## src/rtl/tsc_fetch_unit_pkg.sv

```systemverilog
// Shared TSC definitions: word size, instruction field positions and fetch state encoding.
// The decoder and the fetch stage both import this package.
package tsc_fetch_unit_pkg;

  localparam int unsigned WORD_SIZE  = 16;
  localparam int unsigned OPCODE_MSB = 15;
  localparam int unsigned OPCODE_LSB = 12;
  localparam int unsigned OPCODE_W   = 4;
  localparam int unsigned FUNC_MSB   = 5;
  localparam int unsigned FUNC_LSB   = 0;
  localparam int unsigned FUNC_W     = 6;
  localparam int unsigned TARGET_MSB = 11;
  localparam int unsigned TARGET_W   = 12;

  typedef enum logic [2:0] {
    StIdle,
    StReq,
    StWait,
    StIssue,
    StHalt
  } fetch_state_e;

  function automatic logic [OPCODE_W-1:0] get_opcode(input logic [WORD_SIZE-1:0] instr);
    return instr[OPCODE_MSB:OPCODE_LSB];
  endfunction

  function automatic logic [FUNC_W-1:0] get_func(input logic [WORD_SIZE-1:0] instr);
    return instr[FUNC_MSB:FUNC_LSB];
  endfunction

endpackage

```

## src/rtl/tsc_fetch_unit_if.sv

```systemverilog
// Fetch-stage bundle: instruction-memory handshake plus the decode/execute issue handshake.
interface tsc_fetch_unit_if
  import tsc_fetch_unit_pkg::*;
#(
  parameter int unsigned WORD_W = WORD_SIZE
);
  logic                readM;
  logic [WORD_W-1:0]   address;
  logic [WORD_W-1:0]   mem_data;
  logic                inputReady;
  logic [WORD_W-1:0]   instr;
  logic [OPCODE_W-1:0] opcode;
  logic [FUNC_W-1:0]   func_code;
  logic                instr_valid;
  logic                issue_ready;
  logic                jump;
  logic [TARGET_W-1:0] jump_target;
  logic [WORD_W-1:0]   pc;
  logic [WORD_W-1:0]   num_inst;
  logic                fetch_err;

  modport master (
    output readM, address, instr, opcode, func_code, instr_valid, pc, num_inst, fetch_err,
    input  mem_data, inputReady, issue_ready, jump, jump_target
  );

  modport slave (
    input  readM, address, instr, opcode, func_code, instr_valid, pc, num_inst, fetch_err,
    output mem_data, inputReady, issue_ready, jump, jump_target
  );
endinterface

```

## src/rtl/tsc_next_pc.sv

```systemverilog
// Next-PC selection: sequential increment or in-page jump keeping the current upper nibble.
module tsc_next_pc
  import tsc_fetch_unit_pkg::*;
#(
  parameter int unsigned WORD_W = WORD_SIZE
) (
  input  logic [WORD_W-1:0]   pc,
  input  logic                jump,
  input  logic [TARGET_W-1:0] jump_target,
  output logic [WORD_W-1:0]   next_pc
);

  always_comb begin
    if (jump) begin
      next_pc = {pc[WORD_W-1:TARGET_W], jump_target};
    end else begin
      next_pc = pc + 1'b1;
    end
  end

endmodule

```

## src/rtl/tsc_fetch_unit.sv

```systemverilog
// TSC instruction-fetch stage: PC, readM/inputReady memory handshake, instruction latch and
// issue handshake to execute, with a sticky memory-timeout halt.
module tsc_fetch_unit
  import tsc_fetch_unit_pkg::*;
#(
  parameter int unsigned       WORD_W      = WORD_SIZE,
  parameter logic [WORD_W-1:0] RESET_PC    = '0,
  parameter int unsigned       MEM_TIMEOUT = 255
) (
  input logic              clk,
  input logic              reset,
  tsc_fetch_unit_if.master bus
);

  localparam int unsigned CntW = $clog2(MEM_TIMEOUT + 1);

  fetch_state_e      state_q, state_d;
  logic [WORD_W-1:0] pc_q, pc_d;
  logic [WORD_W-1:0] instr_q, instr_d;
  logic [WORD_W-1:0] num_q, num_d;
  logic [CntW-1:0]   cnt_q, cnt_d;
  logic              err_q, err_d;
  logic [WORD_W-1:0] next_pc;

  tsc_next_pc #(
    .WORD_W (WORD_W)
  ) u_next_pc (
    .pc          (pc_q),
    .jump        (bus.jump),
    .jump_target (bus.jump_target),
    .next_pc     (next_pc)
  );

  always_comb begin
    state_d = state_q;
    pc_d    = pc_q;
    instr_d = instr_q;
    num_d   = num_q;
    cnt_d   = cnt_q;
    err_d   = err_q;
    unique case (state_q)
      StIdle: state_d = StReq;
      StReq: begin
        cnt_d   = '0;
        state_d = StWait;
      end
      StWait: begin
        // Data arriving on the final permitted cycle still wins over the timeout.
        if (bus.inputReady) begin
          instr_d = bus.mem_data;
          state_d = StIssue;
        end else if (cnt_q == CntW'(MEM_TIMEOUT - 1)) begin
          err_d   = 1'b1;
          state_d = StHalt;
        end else begin
          cnt_d = cnt_q + 1'b1;
        end
      end
      StIssue: begin
        if (bus.issue_ready) begin
          pc_d    = next_pc;
          num_d   = num_q + 1'b1;
          state_d = StReq;
        end
      end
      StHalt:  state_d = StHalt;
      default: state_d = StIdle;
    endcase
  end

  always_ff @(posedge clk) begin
    if (reset) begin
      state_q <= StIdle;
      pc_q    <= RESET_PC;
      instr_q <= '0;
      num_q   <= '0;
      cnt_q   <= '0;
      err_q   <= 1'b0;
    end else begin
      state_q <= state_d;
      pc_q    <= pc_d;
      instr_q <= instr_d;
      num_q   <= num_d;
      cnt_q   <= cnt_d;
      err_q   <= err_d;
    end
  end

  always_comb begin
    bus.readM       = (state_q == StReq) || (state_q == StWait);
    bus.instr_valid = (state_q == StIssue);
    bus.address     = pc_q;
    bus.pc          = pc_q;
    bus.instr       = instr_q;
    bus.opcode      = get_opcode(instr_q);
    bus.func_code   = get_func(instr_q);
    bus.num_inst    = num_q;
    bus.fetch_err   = err_q;
  end

endmodule

```

## src/flat_wrapper.sv

```systemverilog
// flat-port wrapper written by rule: the top's interface ports become plain ports
module tsc_fetch_unit_flat import tsc_fetch_unit_pkg::*;
#(
  parameter int unsigned       WORD_W      = WORD_SIZE,
  parameter logic [WORD_W-1:0] RESET_PC    = '0,
  parameter int unsigned       MEM_TIMEOUT = 255
)
  (clk, reset, bus_readM, bus_address, bus_instr, bus_opcode, bus_func_code, bus_instr_valid, bus_pc, bus_num_inst, bus_fetch_err, bus_mem_data, bus_inputReady, bus_issue_ready, bus_jump, bus_jump_target);
  tsc_fetch_unit_if #(.WORD_W(WORD_W)) bus_i ();
  input logic clk;
  input logic reset;
  output wire logic [$bits(bus_i.readM)-1:0] bus_readM;
  output wire logic [$bits(bus_i.address)-1:0] bus_address;
  output wire logic [$bits(bus_i.instr)-1:0] bus_instr;
  output wire logic [$bits(bus_i.opcode)-1:0] bus_opcode;
  output wire logic [$bits(bus_i.func_code)-1:0] bus_func_code;
  output wire logic [$bits(bus_i.instr_valid)-1:0] bus_instr_valid;
  output wire logic [$bits(bus_i.pc)-1:0] bus_pc;
  output wire logic [$bits(bus_i.num_inst)-1:0] bus_num_inst;
  output wire logic [$bits(bus_i.fetch_err)-1:0] bus_fetch_err;
  input wire logic [$bits(bus_i.mem_data)-1:0] bus_mem_data;
  input wire logic [$bits(bus_i.inputReady)-1:0] bus_inputReady;
  input wire logic [$bits(bus_i.issue_ready)-1:0] bus_issue_ready;
  input wire logic [$bits(bus_i.jump)-1:0] bus_jump;
  input wire logic [$bits(bus_i.jump_target)-1:0] bus_jump_target;
  assign bus_readM = bus_i.readM;
  assign bus_address = bus_i.address;
  assign bus_instr = bus_i.instr;
  assign bus_opcode = bus_i.opcode;
  assign bus_func_code = bus_i.func_code;
  assign bus_instr_valid = bus_i.instr_valid;
  assign bus_pc = bus_i.pc;
  assign bus_num_inst = bus_i.num_inst;
  assign bus_fetch_err = bus_i.fetch_err;
  assign bus_i.mem_data = bus_mem_data;
  assign bus_i.inputReady = bus_inputReady;
  assign bus_i.issue_ready = bus_issue_ready;
  assign bus_i.jump = bus_jump;
  assign bus_i.jump_target = bus_jump_target;
  tsc_fetch_unit #(.WORD_W(WORD_W), .RESET_PC(RESET_PC), .MEM_TIMEOUT(MEM_TIMEOUT)) u_core (.clk(clk), .reset(reset), .bus(bus_i));
endmodule
```

## config.mk

```make
export PLATFORM = sky130hd
export DESIGN_NAME = tsc_fetch_unit_flat
export DESIGN_NICKNAME = d
export VERILOG_FILES = /design/src/rtl/tsc_fetch_unit_pkg.sv /design/src/rtl/tsc_fetch_unit_if.sv /design/src/rtl/tsc_next_pc.sv /design/src/rtl/tsc_fetch_unit.sv /design/src/flat_wrapper.sv
export SDC_FILE = /design/constraint.sdc
export NUM_CORES = 1
export LEC_CHECK = 0
export CORE_UTILIZATION = 38
export DETAILED_ROUTE_END_ITERATION = 8
export HOLD_SLACK_MARGIN = 0.02
export PLACE_DENSITY = 0.71
export SYNTH_ARGS = -nofsm -noshare
export SYNTH_HDL_FRONTEND = slang
export SYNTH_SLANG_ARGS = --single-unit
export TNS_END_PERCENT = 20
```

## constraint.sdc

```tcl
create_clock -name clk -period 1.9 [get_ports clk]
set_input_delay 0.38 -clock clk [delete_from_list [all_inputs] [get_ports clk]]
set_output_delay 0.38 -clock clk [all_outputs]
set_load 0.02 [all_outputs]
```

# Word level (Yosys, flattened, before mapping)
# Cells that the tools add are included.
[totals]
reg_bits = 60
input_bits = 33
elab_cells = 38
[classes]
add_sub_neg = 3
n_eq_ne = 9
n_mux = 8
bitwise_logic = 2
n_reduce_logical = 9
[op_table]
columns = ["op", "count"]
rows = [
  ["16-bit by 1-bit adder with 16-bit output (second input constant)", 2],
  ["8-bit two-way mux", 2],
  ["8-bit case mux with 2 select lines", 1],
  ["3-bit case mux with 5 select lines", 1],
  ["12-bit two-way mux", 1],
  ["3-bit two-way mux", 3],
  ["3-bit AND reduction", 3],
  ["8-bit by 1-bit adder with 8-bit output (second input constant)", 1],
  ["8-bit equality test (second input constant)", 1],
  ["3-bit by 2-bit equality test with 1-bit output (second input constant)", 2],
  ["2-bit AND reduction", 3],
  ["2-bit != test (second input constant)", 2],
  ["3-bit by 1-bit equality test with 1-bit output (second input constant)", 1],
  ["3-bit equality test (second input constant)", 1],
  ["3-bit zero test", 1],
  ["3-bit by 2-bit != test with 1-bit output (second input constant)", 1],
  ["2-bit by 1-bit != test with 1-bit output (second input constant)", 1],
  ["1-bit inverter", 2],
  ["2-bit nonzero test", 1],
  ["1-bit logical OR", 1],
]

# Depth between registers and ports, before layout
# Gate-level depths: netlist (run 1).
[depth]
depth_word = 4
depth_mapped = 7
mapped_depth_nobuf = 6

# By module
# From an unflattened synthesis (run 1), not the netlist that was laid out.
[unflattened]
hier_cells = 389
area_unflattened_um2 = 3116.7
[by_module_without_submodules]
columns = ["mod", "instances", "cells_each", "area_each_um2", "seq_area_each_um2"]
rows = [
  ["tsc_fetch_unit", 1, 325, 2696.3, 1201.2],
  ["tsc_next_pc", 1, 64, 420.4, 0.0],
]

# Worst setup path after synthesis (run 1)
# OpenSTA, ideal clock, no wires.
[synth_path]
path_type = "register to register"
startpoint = "reg u_core.pc_q[0], in the netlist u_core.bus.address[0]"
endpoint = "reg u_core.pc_q[12], in the netlist u_core.bus.address[12]"
setup_ns = 0.074
arrival_ns = 1.779
required_ns = 1.826
path_slack_ns = 0.046
path_stages_with_launch = 6
path_buffers = 0
cell_sequence = "dfxtp_1 -> ha_1 -> nand3_1 -> or3_1 -> or4_1 -> o21ai_0"
[synth_via]
elab_chain_cells = 1
[synth_rtl]
columns = ["element", "line_no", "text"]
rows = [
  ["start, declared", "tsc_fetch_unit.sv:18", "logic [WORD_W-1:0] pc_q, pc_d;"],
  ["start signal, assigned", "tsc_fetch_unit.sv:81", "pc_q <= pc_d;"],
  ["16-bit by 1-bit adder with 16-bit output", "tsc_next_pc.sv:17", "next_pc = pc + 1'b1;"],
]
# Every way passes these cells.
# A chain may end at the register's enable or synchronous reset.

# Final worst setup path (run 1)
[layout_path]
startpoint = "reg u_core.pc_q[8], in the netlist u_core.bus.address[8]"
endpoint = "out bus_pc[8]"
[layout_rtl]
columns = ["element", "line_no", "text"]
rows = [
  ["end, declared", "flat_wrapper.sv:18", "output wire logic [$bits(bus_i.pc)-1:0] bus_pc;"],
]
# No word-level cell between the ends.

==> results of run 1 <==
## layout by cell type (no fill, tap or decap), drive strengths merged, types with 5 or more instances in the layout
| master | synthesis | routed |
|---|---|---|
| mux2i | 5 | 5 |
| clkdlybuf4s50 | 0 | 106 |
| a21oi | 39 | 39 |
| clkbuf | 15 | 10 |
| xor2 | 6 | 6 |
| nand2 | 55 | 55 |
| o21ai | 18 | 18 |
| buf | 31 | 37 |
| nor4 | 6 | 6 |
| nand4 | 8 | 8 |
| xnor2 | 7 | 7 |
| nand3 | 15 | 15 |
| nor2 | 27 | 27 |
| dfxtp | 60 | 60 |
| or3 | 7 | 7 |
| nor3 | 10 | 10 |
## registers in the layout (all words and copies together) (netlist names)
signal	flops
u_core.cnt_q	8
u_core.bus.address	16
u_core.bus.num_inst	16
u_core.state_q	3
u_core.bus.instr	16
u_core.bus.fetch_err	1
## layer usage
metal	global-route usage	part of all wire	vias to the layer above
met5	0	0	-
met2	0.3264	0.47	104
met4	0.06217	0.010	0
met1	0.2395	0.45	1399
met3	0.04561	0.064	7
li1	-	-	1528
## final timing paths
path,startpoint,to,slack [ns],cells past startpoint
setup / recovery,u_core.bus.address[8],bus_pc[8],0.05,1
hold / removal,u_core.bus.instr[7],u_core.bus.instr[7],0.45,2
setup reg to reg,u_core.bus.address[5],u_core.bus.address[12],0.15,4
hold reg to reg,u_core.bus.instr[7],u_core.bus.instr[7],0.45,2
## timing repair
action	in CTS	in global routing
hold buffers	0	0
buffers inserted	0	0
gates resized for setup	2	9
endpoints found under the hold margin	0	0
setup endpoints to repair	2	4
pin swaps	0	0
## metrics by stage
stage / instance area (um^2) / cells / total power (W) / setup TNS, ns / worst slack (ns)
after floorplan: 3054 / 376 / 0.001522 / 0 / 0.04641
after global placement: 4252 / 577 / 0.001702 / -1.597 / -0.2579
after detailed placement: 4252 / 577 / 0.001706 / -1.989 / -0.2886
after CTS: 4451 / 593 / 0.002848 / -0.01004 / -0.01004
after global routing: 4461 / 593 / 0.002960 / 0 / 0.004285
final: 4461 / 593 / 0.002825 / 0 / 0.05212
## power breakdown
| part | switching [W] | leakage, nW | internal (W) |
|---|---|---|---|
| Clock | 0.000539 | 0.0877 | 0.000608 |
| Combinational | 0.000175 | 0.990 | 0.000196 |
| Sequential | 0.0000242 | 0.486 | 0.00128 |
| Total | 0.000739 | 1.56 | 0.00209 |
## final cells by class
type	count	area share
Timing Repair Buffer	145	0.3027
Clock inverter	7	0.01739
Multi-Input combinational cell	266	0.3501
Tap cell	102	0.02861
Clock buffer	9	0.02777
Sequential cell	60	0.2701
Inverter	4	0.003366
## kinds of logic (layout without fill, tap and decap cells)
family,Yosys count,in the layout,synth area share
flops,60,60,0.3933
mux,6,6,0.02007
simple gates,163,163,0.2802
compound gates,80,80,0.1540
buf+inv,50,165,0.09872
xor+xnor,13,13,0.03728
fa+ha+maj,4,4,0.01639
==> results.py, run 1 <==
metrics = {
    "synthesis": {
        "synth_cell_type_count": 50,
        "synthMostInstantiatedCell": "dfxtp_1",
        "yosysWarnings": 0,
        "ys_ff_latch": 60,
        "synth_area_um2": 3054,
        "synth_ff_type": "dfxtp_1",
        "synthCells": 376,
        "yosys.area.top_type": "dfxtp_1",
        "synth_enable_flop_cells": 0,
        "ys_seq_area_frac": 0.3933,
        "synth_nets": 413,
        "synth_commonest_cells": "60 x dfxtp_1, 55 x nand2_1, 39 x a21oi_1",
        "synth_top_area_share": 0.3933,
        "avgSynthCellArea_um2": 8.123,
        "async_flop_share": 0,
        "synth_area_leaders": "dfxtp_1 39%, buf_4 6.9%, nand2_1 6.8%, a21oi_1 6.4%, nor2_1 3.3%",
    },
    "drt": {
        "drt_wl_total_mm": 7.821,
        "dr_total_vias": 3038,
        "dr.pass1.iters": 4,
        "avgRoutedWirePerCell_um": 13.19,
        "first_iter_violations": 111,
        "drc_errors": 0,
        "ant_nets": 0,
        "via_per_inst": 5.123,
    },
    "critical_path": {
        "slowest_stage": "clkdlybuf4s50_1",
        "crit_path_max_fanout": 8,
        "critPathTopFamily": "buffers and inverters",
        "critPathCaptureType": "primary output",
        "crit_chain": "clkdlybuf4s50_1",
        "cp_num_buf_inv": 1,
        "critical_path_class": "flip-flop to primary output",
        "worst_ep_arrival_time_ns": 1.47,
        "cp-start-kind": "flip-flop",
        "crit_required_ns": 1.52,
        "critical_path.max_stage_delay_ns": 0.67,
    },
    "sta": {
        "hold_ws_ns": 0.4549,
        "fmax_ghz": 0.5412,
        "post-route-period-util": 0.9726,
        "setup_viol": 0,
        "worst_slew_pin_slew_ns": 0.5600,
        "rsz0062_at_grt": "false",
        "final.min_clock_period_ns": 1.848,
        "hold_viol_final": 0,
        "fin_worst_skew_ns": 0.009742,
        "slew_viol_final": 0,
        "slew_headroom": 0.6266,
    },
    "finish": {
        "antenna_cells": 0,
        "layout-drive-gt1-share": 0.1426,
        "synthToLayoutAreaGrowth_pct": 46.05,
        "final_util": 0.5743,
        "multi_input_comb_area_um2": 1562,
        "seq_area_um2": 1205,
        "fillCellCount": 730,
        "nNetsFinal": 523,
    },
    "grt": {
        "grt_pass1_vias": 2894,
        "antenna_found_initial": 0,
        "grt_max_degree": 32,
        "gr-total-overflow": 0,
        "track_usage": 0.1924,
        "grt_pass1_wl_mm": 13.10,
    },
    "status": {
        "outcome": "complete, no violations",
    },
    "floorplan": {
        "dieArea_um2": 8400,
        "initial_core_util": 0.3932,
        "core_region_area_um2": 7767,
        "placementRows": 32,
        "die_w_um": 91.65,
        "die_y_um": 91.65,
        "num_io_pins": 110,
    },
    "placement": {
        "io_buffers": 109,
        "place_congestion": 0.8127,
        "dp_hpwl_mm": 5.659,
    },
    "clocking": {
        "cts-root-buf": "clkbuf_8",
        "cts_made_buffers": 9,
        "cts_max_level": 3,
        "cts.clk_slew.worst_paths_ns": 0.07,
        "clk_path_buf_depth": 2,
        "cts.sinks": 60,
        "insertion_delay_ns": 0.34,
        "cts_tree": "built",
    },
    "pwr": {
        "irDropWorstVdd_mv": 0.3410,
        "p_leak_nw": 1.563,
        "power_density_nw_per_um2": 633.2,
    },
    "run": {
        "cap_violations": 0,
    },
    "min_path": {
        "hp-class": "flip-flop to flip-flop",
    },
}
No activity file was read; power rests on OpenSTA's default activity.
==> inputs of run 2 (changes only) <==
Settings changed: SKIP_LAST_GASP from default to 1.
==> run 2 against run 1 <==
  * Wire length up 0.15%
  * Sequential cell count unchanged
  * Worst hold slack about the same
  * Final area rose by 0.11%
  * Non-clock buffer count stayed put
  * Critical path depth unchanged
  * Die area did not move
  * Register-to-register slack about the same
  * First-iteration DRC count rose by 6.3%
  * Fmax about the same
==> results.py, run 2 (same netlist as run 1, synthesis figures left out) <==
metrics = {
    "clocking": {
        "cts_setup_buffers": 0,
        "cts_resized": 2,
        "cts-root-buf": "clkbuf_8",
        "insertion_delay_ns": 0.34,
        "cts.clk_slew.worst_paths_ns": 0.07,
        "cts_tree": "built",
        "clk_path_buf_depth": 2,
        "cts.sinks": 60,
        "cts_made_buffers": 9,
        "ctsHoldBuffers": 0,
        "cts_max_level": 3,
    },
    "critical_path": {
        "crit_required_ns": 1.52,
        "cp-start-kind": "flip-flop",
        "cp_num_buf_inv": 1,
        "crit_cells": 1,
        "crit_chain": "clkdlybuf4s50_1",
        "r2r_start": "u_core.state_q[1]",
        "critical_path_class": "flip-flop to primary output",
        "crit_end": "bus_pc[8]",
        "worst_ep_arrival_time_ns": 1.47,
        "crit_path_max_fanout": 8,
        "critPathTopFamily": "buffers and inverters",
        "r2r_setup_slack_ns": 0.14,
        "reg2regPathDepth": 6,
        "critPathCaptureType": "primary output",
        "slowest_stage": "clkdlybuf4s50_1",
        "critical_path.max_stage_delay_ns": 0.67,
        "startpoint": "u_core.bus.address[8]",
        "r2r-end": "u_core.bus.num_inst[14]",
    },
    "placement": {
        "dp_hpwl_mm": 5.659,
        "io_buffers": 109,
        "placed_cell_area_um2": 4252,
        "place_congestion": 0.8127,
    },
    "pwr": {
        "irDropWorstVdd_mv": 0.3411,
        "power_density_nw_per_um2": 632.7,
        "p_leak_nw": 1.563,
    },
    "finish": {
        "final_common_cell": "clkdlybuf4s50_1",
        "antenna_cells": 0,
        "final_util": 0.5749,
        "final_cell_area_um2": 4466,
        "nNetsFinal": 523,
        "synthToLayoutAreaGrowth_pct": 46.21,
        "layout-drive-gt1-share": 0.1405,
        "final_cell_mix": "106 x clkdlybuf4s50_1, 57 x dfxtp_1, 55 x nand2_1",
    },
    "floorplan": {
        "dieArea_um2": 8400,
        "die_w_um": 91.65,
        "num_io_pins": 110,
        "placementRows": 32,
        "initial_core_util": 0.3932,
        "die_y_um": 91.65,
        "core_region_area_um2": 7767,
    },
    "grt": {
        "track_usage": 0.1924,
        "grt_pass1_vias": 2894,
        "antenna_found_initial": 0,
        "gr-total-overflow": 0,
        "grt_pass1_wl_mm": 13.10,
        "grt_max_degree": 32,
    },
    "drt": {
        "avgRoutedWirePerCell_um": 13.21,
        "dr_total_vias": 3038,
        "drc_errors": 0,
        "via_per_inst": 5.123,
        "first_iter_violations": 118,
        "dr.pass1.iters": 4,
        "drt_wl_total_mm": 7.833,
        "ant_nets": 0,
    },
    "sta": {
        "slew_viol_final": 0,
        "fmax_ghz": 0.5413,
        "rsz0062_at_grt": "true",
        "tns_ns": 0,
        "final.min_clock_period_ns": 1.847,
        "hold_viol_final": 0,
        "slew_headroom": 0.6258,
        "post-route-period-util": 0.9722,
        "hold_ws_ns": 0.4547,
        "fin_worst_skew_ns": 0.009832,
        "worst_slew_pin_slew_ns": 0.5613,
        "setup_viol": 0,
    },
    "min_path": {
        "hp-class": "flip-flop to flip-flop",
    },
    "run": {
        "cap_violations": 0,
    },
    "status": {
        "outcome": "complete, no violations",
    },
}
==> run 2: changes by cell type in the layout (fill, tap and decap cells not counted), sizes merged <==
cell / change
clkbuf: -1
clkdlybuf4s15: +1
==> run 2: how the worst min path moves through the flow <==
stage | startpoint | endpoint | depth (start not counted)
2_1_floorplan | u_core.cnt_q[5] | u_core.cnt_q[5] | 2
3_3_place_gp | u_core.bus.instr[9] | u_core.bus.instr[9] | 2
3_5_place_dp | u_core.bus.instr[7] | u_core.bus.instr[7] | 2
4_1_cts | u_core.bus.instr[7] | u_core.bus.instr[7] | 2
5_1_grt | u_core.bus.instr[8] | u_core.bus.instr[8] | 2
6_report | u_core.bus.instr[7] | u_core.bus.instr[7] | 2
==> run 2: final cells by class <==
class	instances	area, um^2
inverters	4	15.01
multi-input cells	266	1562
clock buffers	9	123.9
flip-flops and latches	60	1205
well taps	102	127.6
clock inverters	7	77.57
fillers	729	3302
repair buffers	145	1355
==> run 2: routing by layer <==
metal,GRT usage,share of wire,up-vias
met3,0.04561,0.065,7
met5,0,0,-
li1,-,-,1528
met4,0.06217,0.010,0
met1,0.2395,0.45,1395
met2,0.3264,0.47,108
==> run 2: power by group <==
group | switching, W | total (W) | internal (W)
Sequential | 0.0000242 | 0.00131 | 0.00128
Combinational | 0.000175 | 0.000373 | 0.000197
Clock | 0.000538 | 0.00115 | 0.000608
Total | 0.000738 | 0.00283 | 0.00209
==> run 2: per-stage QoR <==
step                power (W)  instances  worst slack, ns
global route         0.002962        593         -0.01187
global placement     0.001702        577          -0.2579
detailed placement   0.001706        577          -0.2886
floorplan            0.001522        376          0.04641
CTS                  0.002848        593         -0.01004
finish               0.002825        593          0.05274
==> inputs of run 3 (changes only) <==
Settings changed: CAP_MARGIN from default to 5, CORE_UTILIZATION 38 to 25, PLACE_DENSITY 0.71 to 0.51.
==> run 3 against run 2 <==
  * The flow now finishes with violations (DRC)
  * Sequential cell count unchanged
  * Fmax shrank 1.8%
  * Die area up 51%
  * Register-to-register slack lost 0.02 ns
  * Count of clock-buffer cells in the layout up 3
  * Non-clock buffer count shrank 1
  * Clock power increased by 44%
  * First-iteration DRC count rose by 0.85%
  * Global-route usage shrank 5.6 points
  * Via count is 0.13% higher
  * Wire length rose by 9.6%
==> results.py, run 3 (same netlist as run 1, synthesis figures left out) <==
metrics = {
    "critical_path": {
        "critical_path.max_stage_delay_ns": 0.67,
        "crit_cells": 1,
        "crit_path_max_fanout": 10,
        "worst_ep_arrival_time_ns": 1.50,
        "reg2regPathDepth": 5,
        "crit_chain": "clkdlybuf4s50_1",
        "cp-start-kind": "flip-flop",
        "critPathTopFamily": "buffers and inverters",
        "cp_num_buf_inv": 1,
        "crit_required_ns": 1.52,
        "critPathCaptureType": "primary output",
        "slowest_stage": "clkdlybuf4s50_1",
        "critical_path_class": "flip-flop to primary output",
    },
    "finish": {
        "layout-drive-gt1-share": 0.1347,
        "fillCellCount": 1258,
        "nNetsFinal": 522,
        "final_cell_area_um2": 4646,
        "synthToLayoutAreaGrowth_pct": 52.11,
        "final_cell_mix": "105 x clkdlybuf4s50_1, 58 x dfxtp_1, 55 x nand2_1",
        "antenna_cells": 0,
        "final_common_cell": "clkdlybuf4s50_1",
    },
    "status": {
        "outcome": "finished, violations left",
        "violations": "DRC",
    },
    "grt": {
        "grt_max_degree": 26,
        "grt_pass1_wl_mm": 13.79,
        "grt_pass1_vias": 2811,
        "track_usage": 0.1367,
        "gr-total-overflow": 0,
        "antenna_found_initial": 0,
    },
    "pwr": {
        "power_density_nw_per_um2": 720.1,
        "p_leak_nw": 1.650,
        "total_power_w": 0.003345,
        "irDropWorstVdd_mv": 0.4740,
    },
    "sta": {
        "post-route-period-util": 0.9904,
        "rsz0062_at_grt": "true",
        "layout_setup_ws_ns": 0.01824,
        "setup_viol": 0,
        "slew_viol_final": 0,
        "hold_viol_final": 0,
        "fin_worst_skew_ns": 0.009991,
        "worst_slew_pin_slew_ns": 0.4688,
        "final.min_clock_period_ns": 1.882,
        "fmax_ghz": 0.5314,
        "slew_headroom": 0.6874,
    },
    "min_path": {
        "hp-class": "flip-flop to flip-flop",
        "hold_path_depth": 2,
    },
    "run": {
        "cap_violations": 0,
    },
    "clocking": {
        "cts.sinks": 60,
        "ctsHoldBuffers": 0,
        "cts_made_buffers": 9,
        "cts_setup_buffers": 0,
        "cts-root-buf": "clkbuf_16",
        "insertion_delay_ns": 0.32,
        "cts_max_level": 3,
        "cts_tree": "built",
        "cts_resized": 4,
        "clk_path_buf_depth": 2,
        "cts.clk_slew.worst_paths_ns": 0.06,
    },
    "floorplan": {
        "num_io_pins": 110,
        "dieArea_um2": 12660,
        "die_y_um": 112.5,
        "die_w_um": 112.5,
        "placementRows": 40,
        "core_region_area_um2": 11960,
        "initial_core_util": 0.2553,
    },
    "drt": {
        "drc_errors": 1,
        "ant_nets": 0,
        "drt_wl_total_mm": 8.583,
        "avgRoutedWirePerCell_um": 13.47,
        "first_iter_violations": 119,
        "via_per_inst": 4.776,
        "dr_total_vias": 3042,
        "dr.pass1.iters": 6,
    },
    "placement": {
        "dp_hpwl_mm": 6.319,
        "placed_cell_area_um2": 4325,
        "io_buffers": 109,
        "place_congestion": 0.7563,
        "dpl_worst_slack_ns": -0.3289,
    },
}
-- run 3: through the flow --
stage	hold WS (ns)	setup TNS, ns	utilization	std cells
CTS	0.4558	-0.2095	0.3879	637
global placement	0.4423	-2.461	0.3616	621
floorplan	0.4667	0	-	376
detailed placement	0.4485	-3.096	0.3616	621
global route	0.4810	-0.08170	0.3884	637
finish	0.4542	0	0.3884	637
-- run 3: power breakdown --
part | switching (W) | internal, W
Clock | 0.000579 | 0.00108
Combinational | 0.000180 | 0.000197
Sequential | 0.0000231 | 0.00128
-- run 3: path summary, 6_finish.rpt --
kind / start / slack, ns / to
worst max-delay path: u_core.bus.address[2] / 0.02 / bus_pc[2]
worst min register to register: u_core.bus.instr[10] / 0.45 / u_core.bus.instr[10]
worst max register to register: u_core.state_q[0] / 0.12 / u_core.bus.num_inst[15]
worst min-delay path: u_core.bus.instr[10] / 0.45 / u_core.bus.instr[10]
-- run 3: layout make-up --
class	instances	area, um^2	area share
Sequential cell	60	1204	0.2591
Clock buffer	12	256.5	0.05521
Inverter	4	15.01	0.003232
Tap cell	147	183.9	0.03959
Multi-Input combinational cell	266	1562	0.3361
Clock inverter	4	47.55	0.01023
Timing Repair Buffer	144	1378	0.2965
-- run 3: routing by layer --
layer | global-route usage | up-vias | part of all wire
met2 | 0.2228 | 101 | 0.46
met1 | 0.1744 | 1407 | 0.48
met3 | 0.03672 | 4 | 0.055
met5 | 0 | - | 0
li1 | - | 1530 | -
met4 | 0.04622 | 0 | 0.0064
